--- config.mk ---
export PLATFORM = sky130hd
export DESIGN_NAME = idct_vecrot_ctrl
export DESIGN_NICKNAME = d
export VERILOG_FILES = /design/src/rtl/idct_pkg.sv /design/src/rtl/idct_vecrot_ctrl_skid.sv /design/src/rtl/idct_vecrot_ctrl.sv
export SDC_FILE = /design/constraint.sdc
export NUM_CORES = 1
export LEC_CHECK = 0
export CELL_PAD_IN_SITES_DETAIL_PLACEMENT = 0
export CELL_PAD_IN_SITES_GLOBAL_PLACEMENT = 1
export CORE_ASPECT_RATIO = 0.7
export CORE_UTILIZATION = 30
export DETAILED_ROUTE_END_ITERATION = 6
export GPL_ROUTABILITY_DRIVEN = 0
export PLACE_DENSITY = 0.69
export SETUP_SLACK_MARGIN = 0.5
export SYNTH_ARGS = -nofsm -noshare
export SYNTH_HDL_FRONTEND = slang
export SYNTH_SLANG_ARGS = --single-unit
--- constraint.sdc ---
create_clock -name clk -period 3.7 [get_ports clk]
set_input_delay 0.74 -clock clk [delete_from_list [all_inputs] [get_ports clk]]
set_output_delay 0.74 -clock clk [all_outputs]
set_load 0.005 [all_outputs]
--- src/rtl/idct_pkg.sv ---
// ---------------------------------------------------------------------------
// idct_pkg
// Shared definitions for the IDCT vector-rotation read controller.
//   FFTPTS_W   : width of the frame-length field (fftpts_in / fftpts_out)
//   N_MIN/N_MAX: smallest and largest legal frame length
//   state_t    : controller FSM state encoding
//   n_is_legal : true when N is a power of two inside [N_MIN, N_MAX]
// ---------------------------------------------------------------------------
package idct_pkg;

  localparam int FFTPTS_W = 12;
  localparam int N_MIN    = 4;
  localparam int N_MAX    = 2048;

  typedef enum logic [1:0] {
    ST_IDLE  = 2'd0,
    ST_RUN   = 2'd1,
    ST_DRAIN = 2'd2
  } state_t;

  function automatic logic n_is_legal(input logic [FFTPTS_W-1:0] n);
    logic [FFTPTS_W-1:0] nm1;
    nm1 = n - FFTPTS_W'(1);
    return (n >= FFTPTS_W'(N_MIN)) && (n <= FFTPTS_W'(N_MAX)) && ((n & nm1) == '0);
  endfunction

endpackage

--- src/rtl/idct_vecrot_ctrl_skid.sv ---
// ---------------------------------------------------------------------------
// idct_vecrot_ctrl_skid
// Two-entry FIFO between the frame-buffer read port and the streaming output.
// Ports:
//   clk, srst : clock and synchronous active-high reset (empties the FIFO)
//   push, din : write one entry (caller guarantees the FIFO is not full)
//   pop       : consume the head entry (ignored when empty)
//   dout      : head entry, valid while valid=1
//   valid     : FIFO non-empty
//   count     : current occupancy, 0..2
// ---------------------------------------------------------------------------
module idct_vecrot_ctrl_skid #(
  parameter int W = 8
) (
  input  logic         clk,
  input  logic         srst,
  input  logic         push,
  input  logic [W-1:0] din,
  input  logic         pop,
  output logic [W-1:0] dout,
  output logic         valid,
  output logic [1:0]   count
);

  logic [W-1:0] mem_q [2];
  logic         wr_ptr_q;
  logic         rd_ptr_q;
  logic [1:0]   count_q;
  logic         do_pop;

  assign do_pop = pop && (count_q != 2'd0);

  always_ff @(posedge clk) begin
    if (srst) begin
      mem_q[0] <= '0;
      mem_q[1] <= '0;
      wr_ptr_q <= 1'b0;
      rd_ptr_q <= 1'b0;
      count_q  <= 2'd0;
    end else begin
      if (push) begin
        mem_q[wr_ptr_q] <= din;
        wr_ptr_q        <= ~wr_ptr_q;
      end
      if (do_pop) begin
        rd_ptr_q <= ~rd_ptr_q;
      end
      // push and pop in the same cycle cancel out
      count_q <= count_q + 2'(push) - 2'(do_pop);
    end
  end

  assign dout  = mem_q[rd_ptr_q];
  assign valid = (count_q != 2'd0);
  assign count = count_q;

endmodule

--- src/rtl/idct_vecrot_ctrl.sv ---
// ---------------------------------------------------------------------------
// idct_vecrot_ctrl
// Reads a frame of N complex samples from a dual-port frame buffer as pairs
// D(k) / D((N-k) mod N) and streams them out over an Avalon-ST style
// valid/ready interface with sop/eop framing.
// Ports:
//   clk, rst_sync          : clock, synchronous active-high reset
//   start, fftpts_in       : frame request and frame length N (sampled in IDLE)
//   busy, done, cfg_err    : status (busy in RUN/DRAIN, done after eop, bad N)
//   rd_en, rd_addr_fwd/rev : frame-buffer read strobe and the two addresses
//   rd_*_fwd/rev           : read data, valid one clock after rd_en
//   src_valid/ready/sop/eop: output handshake and framing
//   src_real/imag(_rev)    : paired output samples
//   fftpts_out             : N latched at start
// Build option: define IDCT_VECROT_CTRL_CHK_EN to reject illegal N with a
// one-clock cfg_err pulse; otherwise cfg_err is tied low and N is unchecked.
// ---------------------------------------------------------------------------
module idct_vecrot_ctrl
  import idct_pkg::*;
#(
  parameter int wData = 24,
  parameter int wAddr = 11
) (
  input  logic                clk,
  input  logic                rst_sync,
  input  logic                start,
  input  logic [FFTPTS_W-1:0] fftpts_in,
  output logic                busy,
  output logic                done,
  output logic                cfg_err,
  output logic                rd_en,
  output logic [wAddr-1:0]    rd_addr_fwd,
  output logic [wAddr-1:0]    rd_addr_rev,
  input  logic [wData-1:0]    rd_real_fwd,
  input  logic [wData-1:0]    rd_imag_fwd,
  input  logic [wData-1:0]    rd_real_rev,
  input  logic [wData-1:0]    rd_imag_rev,
  output logic                src_valid,
  input  logic                src_ready,
  output logic                src_sop,
  output logic                src_eop,
  output logic [wData-1:0]    src_real,
  output logic [wData-1:0]    src_imag,
  output logic [wData-1:0]    src_real_rev,
  output logic [wData-1:0]    src_imag_rev,
  output logic [FFTPTS_W-1:0] fftpts_out
);

  localparam int PW = 4 * wData + 2;

  state_t              state_q;
  logic [wAddr-1:0]    k_q;
  logic [FFTPTS_W-1:0] n_q;
  logic                done_q;
  // read issued last cycle: its data is on rd_* now and is pushed this cycle
  logic                rdv_q;
  logic                rd_sop_q;
  logic                rd_eop_q;
`ifdef IDCT_VECROT_CTRL_CHK_EN
  logic                cfg_err_q;
`endif

  logic [wAddr-1:0]    mask;
  logic                last_k;
  logic                start_ok;
  logic [1:0]          fifo_cnt;
  logic                fifo_valid;
  logic                pop;
  logic [2:0]          occ;
  logic                rd_issue;
  logic [PW-1:0]       fifo_din;
  logic [PW-1:0]       head;

  assign mask   = wAddr'(n_q - FFTPTS_W'(1));
  assign last_k = (k_q == mask);
  assign pop    = fifo_valid & src_ready;

  // In-flight read plus FIFO occupancy, less the beat leaving this cycle.
  // Crediting the pop keeps a full 1 beat/clk stream while src_ready stays
  // high, and the FIFO still never exceeds two entries.
  assign occ      = 3'(rdv_q) + 3'(fifo_cnt) - 3'(pop);
  assign rd_issue = (state_q == ST_RUN) && (occ < 3'd2);

`ifdef IDCT_VECROT_CTRL_CHK_EN
  assign start_ok = n_is_legal(fftpts_in);
  assign cfg_err  = cfg_err_q;
`else
  assign start_ok = 1'b1;
  assign cfg_err  = 1'b0;
`endif

  always_ff @(posedge clk) begin
    if (rst_sync) begin
      state_q   <= ST_IDLE;
      k_q       <= '0;
      n_q       <= '0;
      done_q    <= 1'b0;
      rdv_q     <= 1'b0;
      rd_sop_q  <= 1'b0;
      rd_eop_q  <= 1'b0;
`ifdef IDCT_VECROT_CTRL_CHK_EN
      cfg_err_q <= 1'b0;
`endif
    end else begin
      done_q    <= 1'b0;
`ifdef IDCT_VECROT_CTRL_CHK_EN
      cfg_err_q <= 1'b0;
`endif
      // framing tags travel alongside the read so they land with the data
      rdv_q    <= rd_issue;
      rd_sop_q <= rd_issue && (k_q == '0);
      rd_eop_q <= rd_issue && last_k;
      case (state_q)
        ST_IDLE: begin
          if (start && start_ok) begin
            state_q <= ST_RUN;
            n_q     <= fftpts_in;
            k_q     <= '0;
          end
`ifdef IDCT_VECROT_CTRL_CHK_EN
          if (start && !start_ok) begin
            cfg_err_q <= 1'b1;
          end
`endif
        end
        ST_RUN: begin
          if (rd_issue) begin
            k_q <= k_q + wAddr'(1);
            if (last_k) begin
              state_q <= ST_DRAIN;
            end
          end
        end
        ST_DRAIN: begin
          if (pop && src_eop) begin
            state_q <= ST_IDLE;
            done_q  <= 1'b1;
          end
        end
        default: state_q <= ST_IDLE;
      endcase
    end
  end

  assign fifo_din = {rd_eop_q, rd_sop_q, rd_real_fwd, rd_imag_fwd, rd_real_rev, rd_imag_rev};

  idct_vecrot_ctrl_skid #(
    .W(PW)
  ) u_skid (
    .clk  (clk),
    .srst (rst_sync),
    .push (rdv_q),
    .din  (fifo_din),
    .pop  (pop),
    .dout (head),
    .valid(fifo_valid),
    .count(fifo_cnt)
  );

  assign {src_eop, src_sop, src_real, src_imag, src_real_rev, src_imag_rev} = head;

  assign src_valid   = fifo_valid;
  assign busy        = (state_q != ST_IDLE);
  assign done        = done_q;
  assign rd_en       = rd_issue;
  assign rd_addr_fwd = k_q;
  // (N-k) mod N; k=0 wraps to 0
  assign rd_addr_rev = (~k_q + wAddr'(1)) & mask;
  assign fftpts_out  = n_q;

endmodule
==> results.txt <==
The flow ran to the end, and the final reports show no timing, DRC or antenna violations. The largest area contributor in the synthesized netlist is edfxtp_1. The final number of hold-violating endpoints is 0. The slew at the pin closest to its max-slew limit came out at roughly 0.96 ns.

The total power density per cell area is approximately 540 mW/mm^2. The Yosys step of the flow raised 0 warnings. The total CTS buffers is 24. The met1 track demand over resource is 0.218. Of the cells placed in the final design, the portion with a size suffix greater than 1 is 0.217.

At the end of the flow, the number of nets in the layout was roughly 1.2k. The number of filler instances in the final layout came out at between 3k and 4k. The share of the clock period used by the worst path came out at 0.897.

The total die area came out at 0.0355 mm^2. The compound-cell area share of the yosys netlist came out at 0.0156. The placed wire-length estimate came out at approximately 17 mm. The number of detailed-routing iterations run before antenna repair came out at 4.

The number of flops mapped to enable cells by yosys came out at between 150 and 200. The width of the die came out at about 220 um. In the final routed layout, each cell accounts on average for approximately 18 um. The wire length of the first global-routing pass is between 30 and 40 mm. The worst setup path is of the register to register kind. The DRC violations left came out at 0. The slack of the critical path is around 0.38 ns.

The area used by sequential logic in the layout came out at between 0.006 and 0.007 mm^2. The multi-input combinational cells in the finished layout cover a total of 0.00376 mm^2. The routing usage on met3 came out at 0.0327.

The setup slack after placement is -0.200 ns. The xor and xnor area share after synthesis came out at 0.0350. Setup repair after global routing could not meet its margin everywhere. The share of synthesized area occupied by flip-flops and latches is 0.630. The share of synthesized area in the top cell type comes to 0.565. The pin count of the biggest net entering global routing is about 100.

The row count came out at 56. The via count of the first global-routing pass is 6,654. The starting density of the core is 0.308.

The net count after synthesis came out at ~900. Measured against its own limit, the worst slew margin works out to 0.362. The root buffer cell chosen for the clock tree is clkbuf_16. For this run the aggregate overflow at the end of global routing stands at 0. In this run the critical register-to-register path is launched from u_skid.count[1].

The deepest level of the CTS H-tree is 1. The synthesized area is about 0.010 mm^2. Of the total synthesized cell area, the portion taken by AND, OR, NAND and NOR gates is 0.177.

The number of nets still failing antenna checks after routing came out at 0. Counting flops with an async set or reset pin after synthesis yields a share of 0. The cell leakage power is about 5.4 nW. The main flop type after synthesis is edfxtp_1. The number of antenna violations at the first check in global routing is 0.

The final routed wirelength across all metal layers is ~27 mm. The max-slew violation total from the final report was 0. The dominant combinational cell family by area after synthesis is simple AND/OR/NAND/NOR gates.

The global routing stage identified its most utilized layer as met2. The via density per instance came out at ~4.5. Data on the critical path is required at its endpoint by approximately 4.1 ns.

The maximum fanout encountered on the critical timing path is 3. The cell depth of the worst min-delay path came out at 2. The maximum vdd drop came out at ~0.00026 V.

The mean area per synthesized cell came out at approximately 13 um^2. The maximum clock rate came out at ~300 MHz. The number of different library cells in the post-synthesis netlist came out at between 40 and 50.

The met2 routing resource usage after global routing is 0.220. The mux share of post-synthesis cell area is 0.110. The count of mapped cells out of synthesis is 785. The setup slack of the most critical reg-to-reg path came out at approximately 0.38 ns. The first routing iteration left 383 violations. The startpoint identified for the worst hold timing path is fftpts_out[11]. The clock-pin slew on the worst setup and hold paths is approximately 0.060 ns. The number of buffers on the longest clock path came out at 3. The endpoint arrival time on the critical path is around 3.7 ns.

In this run the worst hold path is classified as register to register. After routing, the total negative slack on setup checks comes to 0 ns. The overall power after layout is between 0.007 and 0.008 W.

The smallest clock period supported by the final layout is computed as approximately 3.3 ns. The number of clock sinks seen by CTS is 230. The end of the worst register-to-register path is rd_addr_fwd[5]. The synthesized-area fraction occupied by adder cells came out at 0.00913.

The flop and latch count out of synthesis is 230. The worst-case reg-to-reg path depth came out at 17. During I/O placement, the number of pins put on the boundary was roughly 250.

The overall track demand over capacity in global routing came out at 0.148. The routed layout has between 6k and 7k vias. The category of the worst setup path launch point is a register.

The largest clock skew in the final design is between 0.015 and 0.02 ns. Ranked by total cell area, the synthesized netlist is headed by edfxtp_1, and2_1, mux2_2. The worst setup path is captured at a register. The core region is ~0.034 mm^2. The count of final setup violators came out at 0. TritonCTS built the clock tree. The final cell utilization of the core is 0.433. The number of antenna diodes came out at 0. The clock latency on the worst-skew pair is roughly 0.53 ns. For hold timing, the worst endpoint is fftpts_out[11].

From synthesis to final layout, the design area changed by 40.6%. The vertical extent of the die came out at ~160 um. The number of violations of the max-capacitance limit is 0.

The count of input and output buffers came out at about 250.
-- how the worst max path moves through the flow --
stage	from	to	slack [ns]	cells past startpoint
after global placement	src_ready	rd_en	-0.17	11
after global routing	u_skid.count[1]	rd_addr_fwd[5]	0.28	18
after detailed placement	src_ready	rd_en	-0.20	11
final	u_skid.count[1]	rd_addr_fwd[5]	0.38	17
after floorplan	src_ready	rd_en	0.69	9
after CTS	u_skid.count[1]	rd_en	0.31	11
-- flip-flops by register name, indices dropped and copies added (netlist names), named ones only --
signal / cells
u_skid.count: 2
rd_sop_q: 1
u_skid.rd_ptr_q: 1
fftpts_out: 12
state_q: 2
done: 1
u_skid.wr_ptr_q: 1
u_skid.mem_q: 196
rd_addr_fwd: 11
rdv_q: 1
rd_eop_q: 1
-- metal layers --
layer / vias to the layer above / wire length, um
met2: 196 / 11900
met1: 3366 / 13000
met5: - / 0
met4: 0 / 393
met3: 25 / 1800
li1: 3272 / -
-- cell usage in the layout (no fill, tap or decap), types with 4 or more instances in the layout --
master	synthesis	routed
clkdlybuf4s50_1	0	240
and2_1	197	196
edfxtp_1	196	196
mux2_2	99	99
nand2_1	35	35
nor2_1	37	34
buf_4	1	34
clkbuf_16	0	24
dfxtp_1	34	24
xnor2_1	20	19
xor2_1	19	17
a21oi_1	18	17
inv_1	12	8
nand4_1	7	7
clkbuf_1	43	7
dfxtp_4	0	6
buf_12	0	6
o21ai_0	5	5
buf_6	0	5
inv_2	0	4
or4_4	3	4
nor2b_1	4	4
clkbuf_8	0	4
dfxtp_2	0	4
-- cell families after synthesis --
| logic type | count (synthesis) |
|---|---|
| buf+inv | 61 |
| flops | 230 |
| other cells | 1 |
| xor+xnor | 40 |
| compound gates | 29 |
| simple gates | 315 |
| fa+ha+maj | 7 |
| mux | 102 |
-- critical path, stage by stage (launching register included) --
cell and delay (ns):
dfxtp_4 0.35, or2_4 0.23, and2_4 0.15, ha_4 0.23, inv_2 0.06, ha_4 0.12
inv_2 0.03, fa_2 0.52, nand4b_1 0.12, buf_4 0.16, buf_6 0.11, buf_6 0.10
buf_6 0.10, buf_6 0.10, buf_6 0.12, or4_4 0.50, xor2_1 0.14, nor2_1 0.05
-- report_power, final --
part	leakage (nW)	internal, W	switching [W]
Clock	0.373	0.00137	0.00101
Sequential	2.32	0.00309	0.000111
Combinational	2.74	0.00144	0.000947
Total	5.44	0.00589	0.00207
-- metrics by stage --
| stage | area [um^2] | hold WS (ns) | instances |
|---|---|---|---|
| floorplan | 10400 | 0.453 | 785 |
| global placement | 13500 | 0.449 | 1469 |
| detailed placement | 13500 | 0.456 | 1469 |
| CTS | 14500 | 0.465 | 1528 |
| global route | 14700 | 0.495 | 1537 |
| finish | 14700 | 0.461 | 1537 |
-- cell type report --
| class | count | area share |
|---|---|---|
| flip-flops and latches | 230 | 0.450 |
| multi-input cells | 494 | 0.257 |
| repair buffers | 293 | 0.198 |
| clock buffers | 36 | 0.0471 |
| well taps | 464 | 0.0396 |
| clock inverters | 8 | 0.00564 |
| inverters | 12 | 0.00307 |
-- what timing repair did --
action | CTS | global route
hold buffers | 0 | 0
pin swaps | 15 | 16
gates resized for setup | 49 | 15
hold endpoints to repair | 0 | 0
setup endpoints to repair | 9 | 15
buffers inserted | 15 | 9
-- synth_stat cells, types with 4 or more instances --
cell type / n
nor3_1: 5
edfxtp_1: 196
mux2_2: 99
and2_1: 197
clkbuf_1: 43
nor2b_1: 4
inv_1: 12
ha_1: 6
a21oi_1: 18
xnor2_1: 20
o21ai_0: 5
nand2_1: 35
dfxtp_1: 34
xor2_1: 19
nor2_1: 37
nand4_1: 7
nor3b_1: 5
(Power assumes the default switching activity.)
